<file path="src/rtl/wsp_sequencer.sv">
// wsp_sequencer: autonomous IEEE 1500 WSP driver running one WIR load or WDR scan per command
module wsp_sequencer #(
  parameter int MAX_LEN = 32,
  parameter int LEN_W   = 6
) (
  input  logic               WRCK,
  input  logic               WRSTN,
  input  logic               cmd_valid,
  output logic               cmd_ready,
  input  logic               cmd_wir,
  input  logic               cmd_capture,
  input  logic [LEN_W-1:0]   cmd_len,
  input  logic [MAX_LEN-1:0] cmd_data,
  output logic               busy,
  output logic               rsp_valid,
  output logic [MAX_LEN-1:0] rsp_data,
  output logic               SelectWIR,
  output logic               CaptureWR,
  output logic               ShiftWR,
  output logic               UpdateWR,
  output logic               WSI,
  input  logic               WSO
);
  localparam logic [2:0] IDLE = 3'd0, SETUP = 3'd1, CAPTURE = 3'd2, SHIFT = 3'd3, UPDATE = 3'd4, DONE = 3'd5;
  logic [2:0]         state, state_nx;
  logic               wir, cap, wir_nx, acc;
  logic [LEN_W-1:0]   rem, len_c;
  logic [MAX_LEN-1:0] dat, msk;
  // next state; outputs are then registered from it so nothing reaches a pin combinationally
  always_comb begin
    acc      = state == IDLE && cmd_valid;
    wir_nx   = state == IDLE ? cmd_wir : wir;
    len_c    = cmd_len > LEN_W'(MAX_LEN) ? LEN_W'(MAX_LEN) : cmd_len;
    state_nx = state == IDLE    ? (cmd_valid ? SETUP : IDLE) :
               state == SETUP   ? (cap ? CAPTURE : rem == '0 ? UPDATE : SHIFT) :
               state == CAPTURE ? (rem == '0 ? UPDATE : SHIFT) :
               state == SHIFT   ? (rem == LEN_W'(1) ? UPDATE : SHIFT) :
               state == UPDATE  ? DONE : IDLE;
  end
  // command latch, shift datapath and registered WSP controls
  always_ff @(posedge WRCK or negedge WRSTN) begin
    if (!WRSTN) begin
      state     <= IDLE;
      cmd_ready <= 1'b1;
      busy      <= 1'b0;
      rsp_valid <= 1'b0;
      rsp_data  <= '0;
      SelectWIR <= 1'b0;
      CaptureWR <= 1'b0;
      ShiftWR   <= 1'b0;
      UpdateWR  <= 1'b0;
      WSI       <= 1'b0;
      wir       <= 1'b0;
      cap       <= 1'b0;
      rem       <= '0;
      dat       <= '0;
      msk       <= '0;
    end else begin
      state     <= state_nx;
      cmd_ready <= state_nx == IDLE;
      busy      <= state_nx != IDLE;
      rsp_valid <= state_nx == DONE;
      SelectWIR <= state_nx != IDLE && wir_nx;
      CaptureWR <= state_nx == CAPTURE;
      ShiftWR   <= state_nx == SHIFT;
      UpdateWR  <= state_nx == UPDATE;
      WSI       <= state_nx == SHIFT && (state == SHIFT ? dat[1] : dat[0]);
      if (acc) begin
        wir      <= cmd_wir;
        cap      <= cmd_capture;
        rem      <= len_c;
        dat      <= cmd_data;
        msk      <= MAX_LEN'(1);
        rsp_data <= '0;
      end else if (state == SHIFT) begin
        rem      <= rem - LEN_W'(1);
        dat      <= dat >> 1;
        msk      <= msk << 1;
        rsp_data <= WSO ? rsp_data | msk : rsp_data;
      end
    end
  end
endmodule

</file>
<file path="config.mk">
export PLATFORM = sky130hd
export DESIGN_NAME = wsp_sequencer
export DESIGN_NICKNAME = d
export VERILOG_FILES = /design/src/rtl/wsp_sequencer.sv
export SDC_FILE = /design/constraint.sdc
export NUM_CORES = 1
export LEC_CHECK = 0
export CORE_ASPECT_RATIO = 1.5
export CORE_MARGIN = 8
export CORE_UTILIZATION = 50
export CTS_CLUSTER_DIAMETER = 200
export DETAILED_ROUTE_END_ITERATION = 8
export PLACE_DENSITY_LB_ADDON = 0.15
export SYNTH_ARGS = -nofsm -noshare
export SYNTH_HDL_FRONTEND = slang
export SYNTH_SLANG_ARGS = --single-unit
</file>
<file path="constraint.sdc">
create_clock -name WRCK -period 1.8 [get_ports WRCK]
set_input_delay 0.18 -clock WRCK [delete_from_list [all_inputs] [get_ports WRCK]]
set_output_delay 0.18 -clock WRCK [all_outputs]
set_load 0.005 [all_outputs]
</file>
# --- Yosys cells after proc, flatten, opt, wreduce, memory -nomap -nowiden ---
# Index checks and enable logic that the tools add are counted.
# Widths: inputs -> output; s select.
totals:
  ff_bits: 115
  in_bits: 44
op_classes:
  n_addsub: 1
  n_lt_le_gt_ge: 1
  n_eq_ne: 9
  muxes: 21
  bitwise_logic: 1
  n_reduce_logical: 10
ops:
  columns: ["operator", "n"]
  rows:
  - ["$mux 32", 7]
  - ["$or 32x32->32", 1]
  - ["$mux 3", 8]
  - ["$mux 6", 3]
  - ["$eq 3x2->1 const B", 4]
  - ["$eq 3x3->1 const B", 3]
  - ["$eq 6x1->1 const B", 1]
  - ["$gt 6x6->1 const B", 1]
  - ["$logic_not 3->1", 2]
  - ["$logic_not 6->1", 1]
  - ["$sub 6x1->6 const B", 1]
  - ["$reduce_bool 2->1", 2]
  - ["$eq 3x1->1 const B", 1]
  - ["$logic_and 1x1->1", 3]
  - ["$mux 1", 3]
  - ["$reduce_bool 3->1", 1]
  - ["$reduce_and 2->1", 1]

# --- Longest topological paths before layout ---
depth:
  depth_word: 8
  depth_mapped: 7
  ltp_nobuf: 6

# --- Worst setup path before layout ---
# OpenSTA, ideal clock, no wires.
synth_timing:
  path_kind: "register to register"
  startpoint: "reg state[0]"
  endpoint: "reg rsp_data[21]"
  setup_ns: 0.118
  arrival_time_ns: 1.432
  required_ns: 1.682
  path_slack_ns: 0.251
  path_stages_with_launch: 8
  n_path_buf: 4
  period_less_slack_ns: 1.549
  path_cell_list: "dfrtp_1 -> buf_4 -> nor3_1 -> and2_1 -> buf_2 -> buf_4 -> buf_4 -> nor2_1"
synth_between:
  elab_chain_len: 4
synth_lines:
  columns: ["element", "line_no", "text"]
  rows:
  - ["start: declaration", "25", "logic [2:0] state, state_nx;"]
  - ["start signal: assignment", "59", "state <= state_nx;"]
  - ["$logic_not 3->1", "31", "acc = state == IDLE && cmd_valid;"]
  - ["$logic_and 1x1->1", "31", null]
  - ["$reduce_bool 2->1 (no source line)", null, null]
  - ["$reduce_and 2->1 (no source line)", null, null]
  - ["end signal: assignment", "79", "rsp_data <= WSO ? rsp_data | msk : rsp_data;"]
  - ["end: declaration", "16", "output logic [MAX_LEN-1:0] rsp_data,"]
# Parallel ways exist; a longest one is shown, timed or not.
# A chain may end at the register's enable or synchronous reset.

# --- Final worst setup path ---
layout_timing:
  startpoint: "reg rem[3]"
  endpoint: "reg cmd_ready"
layout_between:
  elab_chain_len: 7
layout_lines:
  columns: ["element", "line_no", "text"]
  rows:
  - ["start: declaration", "27", "logic [LEN_W-1:0] rem, len_c;"]
  - ["start signal: assignment", "71", "rem <= len_c;"]
  - ["start signal: assignment", "76", "rem <= rem - LEN_W'(1);"]
  - ["$eq 6x1->1", "37", "state == SHIFT ? (rem == LEN_W'(1) ? UPDATE : SHIFT) :"]
  - ["$mux 3 (2 in a row)", "37", null]
  - ["$mux 3", "36", "state == CAPTURE ? (rem == '0 ? UPDATE : SHIFT) :"]
  - ["$mux 3 (*)", "35", "state == SETUP ? (cap ? CAPTURE : rem == '0 ? UPDATE : SHIFT) :"]
  - ["$mux 3 (*)", "34", "state_nx = state == IDLE ? (cmd_valid ? SETUP : IDLE) :"]
  - ["$logic_not 3->1 (*)", "60", "cmd_ready <= state_nx == IDLE;"]
  - ["end signal: assignment", "44", "cmd_ready <= 1'b1;"]
  - ["end signal: assignment", "60", null]
  - ["end: declaration", "9", "output logic cmd_ready,"]
# Every way passes the cells marked *; elsewhere a longest branch is shown, timed or not.

==> results.ini <==
[run_status]
status = completed

[synth]
synth_compound_area_share_pct = 13.1
ys_async_sr_fraction_pct = 100
synth_simple_gate_area_share_pct = 20.3
ys_seq_elements = 115
yosysSeqAreaShare_pct = 60.5
synth_fa_ha_area_share_pct = 0.526
yosysTopAreaCellShare_pct = 59.9
ys.flop_type = dfrtp_1
syn-num-nets = 556
yosys_warnings = 0
synth.most_common_cell = nand2_1
synth_top_family_by_area = simple AND/OR/NAND/NOR gates
synth_cells = 510
synth_edf_count = 0
synthMuxAreaShare_pct = 0.631
yosys.area.top_type = dfrtp_1
synth.avg_cell_area_um2 = 9.33
synth_xor_area_share_pct = 0.920
netlist_top_cells_count = nand2_1 (137), dfrtp_1 (114), a21oi_1 (67), nor2_1 (67), a31oi_1 (30)
syn_area_mm2 = 0.00476
ys_types = 35
synth.area.top_cells = dfrtp_1 (60%), nand2_1 (11%), a21oi_1 (7.0%)

[global_route]
grt_pass1_vias = 3740
antenna_found_initial = 0
grt_max_degree = 68
grt_first_pass_wirelength_um = 18000
gr-total-overflow = 0
grt_usage_pct = 17.7

[final_layout]
fin_nets = 639
drive_above_1_share_pct = 9.90
stdcell_count = 718
final_area_mm2 = 0.00638
num_antenna_cells = 0
areaGrowthSynthToFinish_pct = 34.1

[min_path]
worst_hold_path_type = input port to async pin

[floorplan]
start_util_pct = 51.4
core_area_mm2 = 0.00925
dieArea_mm2 = 0.0130
die_w_um = 95.7
ios = 84
die_h_um = 136
row_count = 43

[timing]
setup_viol = 0
min_period_ns = 1.67
hold_viol = 0
slew_violations = 0
timing.fmax_mhz = 601
rsz0062_at_grt = no
maxSlewHeadroom_pct = 66.8
tightest_slew_ns = 0.498
finClkSkew_ns = 0.00724
finalSetupTns_ns = 0
min_period_over_period_pct = 92.5

[pwr]
p_leak_uw = 0.00272
p_comb_share_pct = 3.1
clkPwrFrac_pct = 54.9
p_int_uw = 4950
switching_share_pct = 20.1
seqPwrFrac_pct = 41.9
power_density_mw_per_mm2 = 970
total_power_uw = 6190
ir_drop_v = 0.000841
p_switching_uw = 1240

[route]
top_layer = met4
dr_wl_met2_um = 5420
drc = 0
wl_met1_um = 4690
wl_um = 10800
initialDrtViolationCount = 195
antenna_left = 0
wire_per_inst_um = 15.1
first_pass_iters = 4
avgViaCountPerCell = 5.28
wl_met3_um = 609
vias = 3790

[placement]
post_dp_cell_area_mm2 = 0.00576
place_congestion = 0.822
dp_hpwl_um = 7050
port_buffers = 83
dpl.cell_count = 685

[clock_tree]
cts_root_buf = clkbuf_16
cts_sinks = 115
cts_tree = done
htree_levels = 4
cts_buffers = 17
clk_path_buf_depth = 2
insertion_delay_ns = 0.41
clk_pin_slew_worst_paths_ns = 0.05

[run]
cap_violations = 0

[setup_path]
crit_path_max_fanout = 5
cp_data_required_time_ns = 2.14
critPathMostFrequentCell = o21ai_1
arrival_ns = 2.01
cp-startpoint = rem[3]$_DFFE_PN0P_
cpMaxStageDelayCell = or4_4
path_delay_family = simple AND/OR/NAND/NOR gates
cp_num_buf_inv = 0
start_kind = flop
path_class = flop to flop
crit_path_end_kind = flop
slowest_delay_ns = 0.59
rr_startpoint = rem[3]$_DFFE_PN0P_
crit_path_cell_trace = or4_4 > o21ai_1 > o21ai_1 > a21oi_2 > and3_1

-- placed cells by master, fill, tap and decap left out, types with 6 or more instances in the layout --
master and instances:
a21oi_1 67, a31oi_1 30, buf_12 6, buf_4 11
clkbuf_16 17, clkdlybuf4s50_1 82, dfrtp_1 113, inv_1 6
nand2_1 136, nand3_1 6, nand3b_1 6, nor2_1 67
o21ai_0 7
-- registers in the layout, summed over array words and instances, names as in the netlist --
name and cells:
wir 1, rem 6, rsp_data 32, cmd_ready 1
dat 32, CaptureWR 1, WSI 1, busy 1
state 3, rsp_valid 1, SelectWIR 1, ShiftWR 1
UpdateWR 1, cap 1, msk 32
-- metrics by stage --
stage / setup WS [ns] / hold WS [ns] / util [%]
2_1_floorplan: 0.251 / -0.116 / -
3_3_place_gp: 0.185 / 0.177 / 62.2
3_5_place_dp: 0.146 / 0.187 / 62.2
4_1_cts: 0.117 / 0.295 / 69.0
5_1_grt: 0.0486 / 0.311 / 69.0
6_report: 0.135 / 0.280 / 69.0
-- power groups by stage --
stage	Combinational (uW)	Clock (uW)	Sequential (uW)
after floorplan	16.4	0	2640
after global placement	196	0	2640
after detailed placement	198	0	2640
after CTS	201	3470	2600
after global routing	215	3590	2590
final	195	3400	2600
-- timing repair --
action                                  CTS  global route
hold buffers                              1             0
hold endpoints to repair                 31             0
endpoints found under the setup margin    0             3
gates resized for setup                   0             1
setup buffers                             0             0
-- final timing paths --
check | slack [ns] | endpoint | cells after the start
max in group asynchronous | 0.92 | msk[30]$_DFFE_PN0P_ | 3
worst max-delay path | 0.13 | cmd_ready$_DFF_PN1_ | 5
worst max register to register | 0.13 | cmd_ready$_DFF_PN1_ | 5
worst min-delay path | 0.28 | dat[15]$_DFFE_PN0P_ | 2
worst min register to register | 0.48 | wir$_DFFE_PN0P_ | 2
min in group WRCK | 0.30 | dat[31]$_DFFE_PN0P_ | 3
-- kinds of logic after synthesis --
logic type,count (synthesis)
simple gates,232
compound gates,111
buf+inv,42
mux,3
flops,115
fa+ha+maj,2
xor+xnor,5
-- layout make-up --
class                           count  area [um^2]
Tap cell                          112          140
Fill cell                         742         2870
Clock inverter                     12          154
Inverter                            6         22.5
Multi-Input combinational cell    353         1700
Clock buffer                       20          457
Timing Repair Buffer              100         1030
Sequential cell                   115         2880
-- metal layers --
layer,up-vias,GRT usage (%)
met1,1850,22.0
met2,80,27.7
met5,-,0
li1,1851,-
met4,0,6.61
met3,9,6.05
(Power assumes the default switching activity.)
==> RTL change, RTL diff (same settings) <==
The parameter `MAX_LEN` goes from 32 to 16.
--- a/src/rtl/wsp_sequencer.sv
+++ b/src/rtl/wsp_sequencer.sv
@@ -1,6 +1,6 @@
 // wsp_sequencer: autonomous IEEE 1500 WSP driver running one WIR load or WDR scan per command
 module wsp_sequencer #(
-  parameter int MAX_LEN = 32,
+  parameter int MAX_LEN = 16,
   parameter int LEN_W   = 6
 ) (
   input  logic               WRCK,
Interface: changed (resized cmd_data and rsp_data); port bits go from 84 to 52. The function was not compared with the original's and may differ.
==> RTL change against the original RTL <==
Design area fell by 41%. Synthesized cell count fell by 47%. Power fell by 12%. Routed wire length fell by 44%. Core utilization barely moved. Sequential cell count fell by 48. Setup slack got worse by 0.056 ns. Non-clock buffer count fell by 32. Critical path depth rose by 2. Synthesized area fell by 41%. Highest routed layer unchanged.
==> RTL change: results (changes against the original RTL) <==
* Final setup skew at 0.00792 ns (was 0.00724 ns)
* Drt wl/cell at 14.9 um (was 15.1 um)
* Leak pwr at 0.00176 uW (was 0.00272 uW)
* Initial DRC count at 122 (was 195)
* Final setup margin at 0.0786 ns (was 0.135 ns)
* Slowest cell on the critical path: o311a_1 (was or4_4)
* Placer Congestion at 0.760 (was 0.822)
* Fraction of layout cells with a size suffix above 1 at 0.145 (was 0.0990)
* Main area contributors after synthesis: dfrtp_1 59%, nand2_1 7.5%, a21oi_1 5.3% (was dfrtp_1 60%, nand2_1 11%, a21oi_1 7.0%)
* Placed Area at 3450 um2 (was 5760 um2)
* Vias in the first global route at 2220 (was 3740)
* Clock latency on the worst-skew pair at 0.34 ns (was 0.41 ns)
* First-pass GRT wire length at 10200 um (was 18000 um)
* CTS buffer count at 9 (was 17)
* DP Worst Slack at -0.0797 ns (was 0.146 ns)
* Seq/Total Area, Yosys at 0.595 (was 0.605)
* Number of library cell types mapped by synthesis at 46 (was 35)
* CP peak stage delay at 0.36 ns (was 0.59 ns)
* Worst slew margin at 0.632 (was 0.668)
* Root buffer cell: clkbuf_8 (was clkbuf_16)
* Outcome: completed (unchanged)
* # diodes at 0 (unchanged)
* Largest regs: dat: 16 flops, msk: 16 flops, rsp_data: 16 flops (was dat: 32 flops, msk: 32 flops, rsp_data: 32 flops)
* Nets at 363 (was 639)
* GRT Total Usage at 0.153 (was 0.177)
* HPWL Detailed at 4060 um (was 7050 um)
* Worst EP arrival at 2.01 ns (about the same)
* Port Buffer Count at 51 (was 83)
* Most common library cells after synthesis: 66 x dfrtp_1, 56 x nand2_1, 30 x a21oi_1 (was 137 x nand2_1, 114 x dfrtp_1, 67 x a21oi_1, 67 x nor2_1, 30 x a31oi_1)
* Fillers at 420 (was 742)
* H-tree levels at 3 (was 4)
* Vias per cell at 5.36 (was 5.28)
* Syn Nets at 301 (was 556)
* HP Class: in -> reg (was in -> async)
* VDD IR max at 0.000916 V (was 0.000841 V)
* Clock slew at reported path FFs at 0.07 ns (was 0.05 ns)
==> RTL change: final timing paths <==
kind                                     start             endpoint  cells past startpoint
setup reg to reg            rem[0]$_DFFE_PN0P_  cmd_ready$_DFF_PN1_                      7
min in group asynchronous                WRSTN        WSI$_DFF_PN0_                      3
hold / removal                     cmd_capture      cap$_DFFE_PN0P_                      3
max in group asynchronous                WRSTN  cmd_ready$_DFF_PN1_                      3
hold reg to reg            dat[13]$_DFFE_PN0P_  dat[13]$_DFFE_PN0P_                      2
setup / recovery            rem[0]$_DFFE_PN0P_  cmd_ready$_DFF_PN1_                      7
==> RTL change: cell families (layout without fill, tap and decap cells) <==
group                      Yosys count  in the layout  synth area share
DFF                                 67             67             0.595
and+or+nand+nor                    107            107             0.179
muxes                                3              3            0.0106
buffers and inverters               24             91            0.0421
AOI/OAI and AO/OA                   67             67             0.161
adders and majority gates            2              2           0.00887
xor gates and xnor gates             1              1           0.00311
==> RTL change: layer usage <==
metal  wire [um]  global-route usage  up-vias
met2        3090               0.248       51
li1            -                   -     1056
met5           0                   0        -
met3         281              0.0465       16
met4         182              0.0786        0
met1        2540               0.179     1065
==> RTL change: power by group <==
group	internal (uW)	total, uW	switching, uW
Clock	1000	1570	565
Combinational	885	1820	933
Sequential	1830	2060	231
==> RTL change: what timing repair did <==
action | in CTS | in global routing
hold endpoints to repair | 66 | 0
pin swaps | 1 | 2
cloned | 0 | 0
gates resized for setup | 1 | 6
hold buffers | 1 | 0
setup endpoints to repair | 4 | 10
==> RTL change: critical path: cells and delay by family (launching register included) <==
family / cells / cell delay [ns]
buffers and inverters: 2 / 0.22
adder cells (fa/ha/maj): 1 / 0.21
AND/OR/NAND/NOR: 3 / 0.55
AO/OA/AOI/OAI: 1 / 0.36
flip-flops: 1 / 0.34
==> RTL change: area by class of cell <==
| type | instances | area, um2 | area share |
|---|---|---|---|
| Tap cell | 70 | 87.6 | 0.0233 |
| Timing Repair Buffer | 68 | 652 | 0.173 |
| Inverter | 7 | 26.3 | 0.00699 |
| Clock buffer | 11 | 151 | 0.0403 |
| Clock inverter | 5 | 108 | 0.0286 |
| Sequential cell | 67 | 1680 | 0.446 |
| Multi-Input combinational cell | 180 | 1060 | 0.281 |
==> RTL change: per-stage QoR <==
| stage | cells | hold WS (ns) |
|---|---|---|
| global route | 408 | 0.393 |
| finish | 408 | 0.371 |
| detailed placement | 391 | 0.223 |
| global placement | 391 | 0.222 |
| floorplan | 271 | -0.116 |
| CTS | 408 | 0.362 |
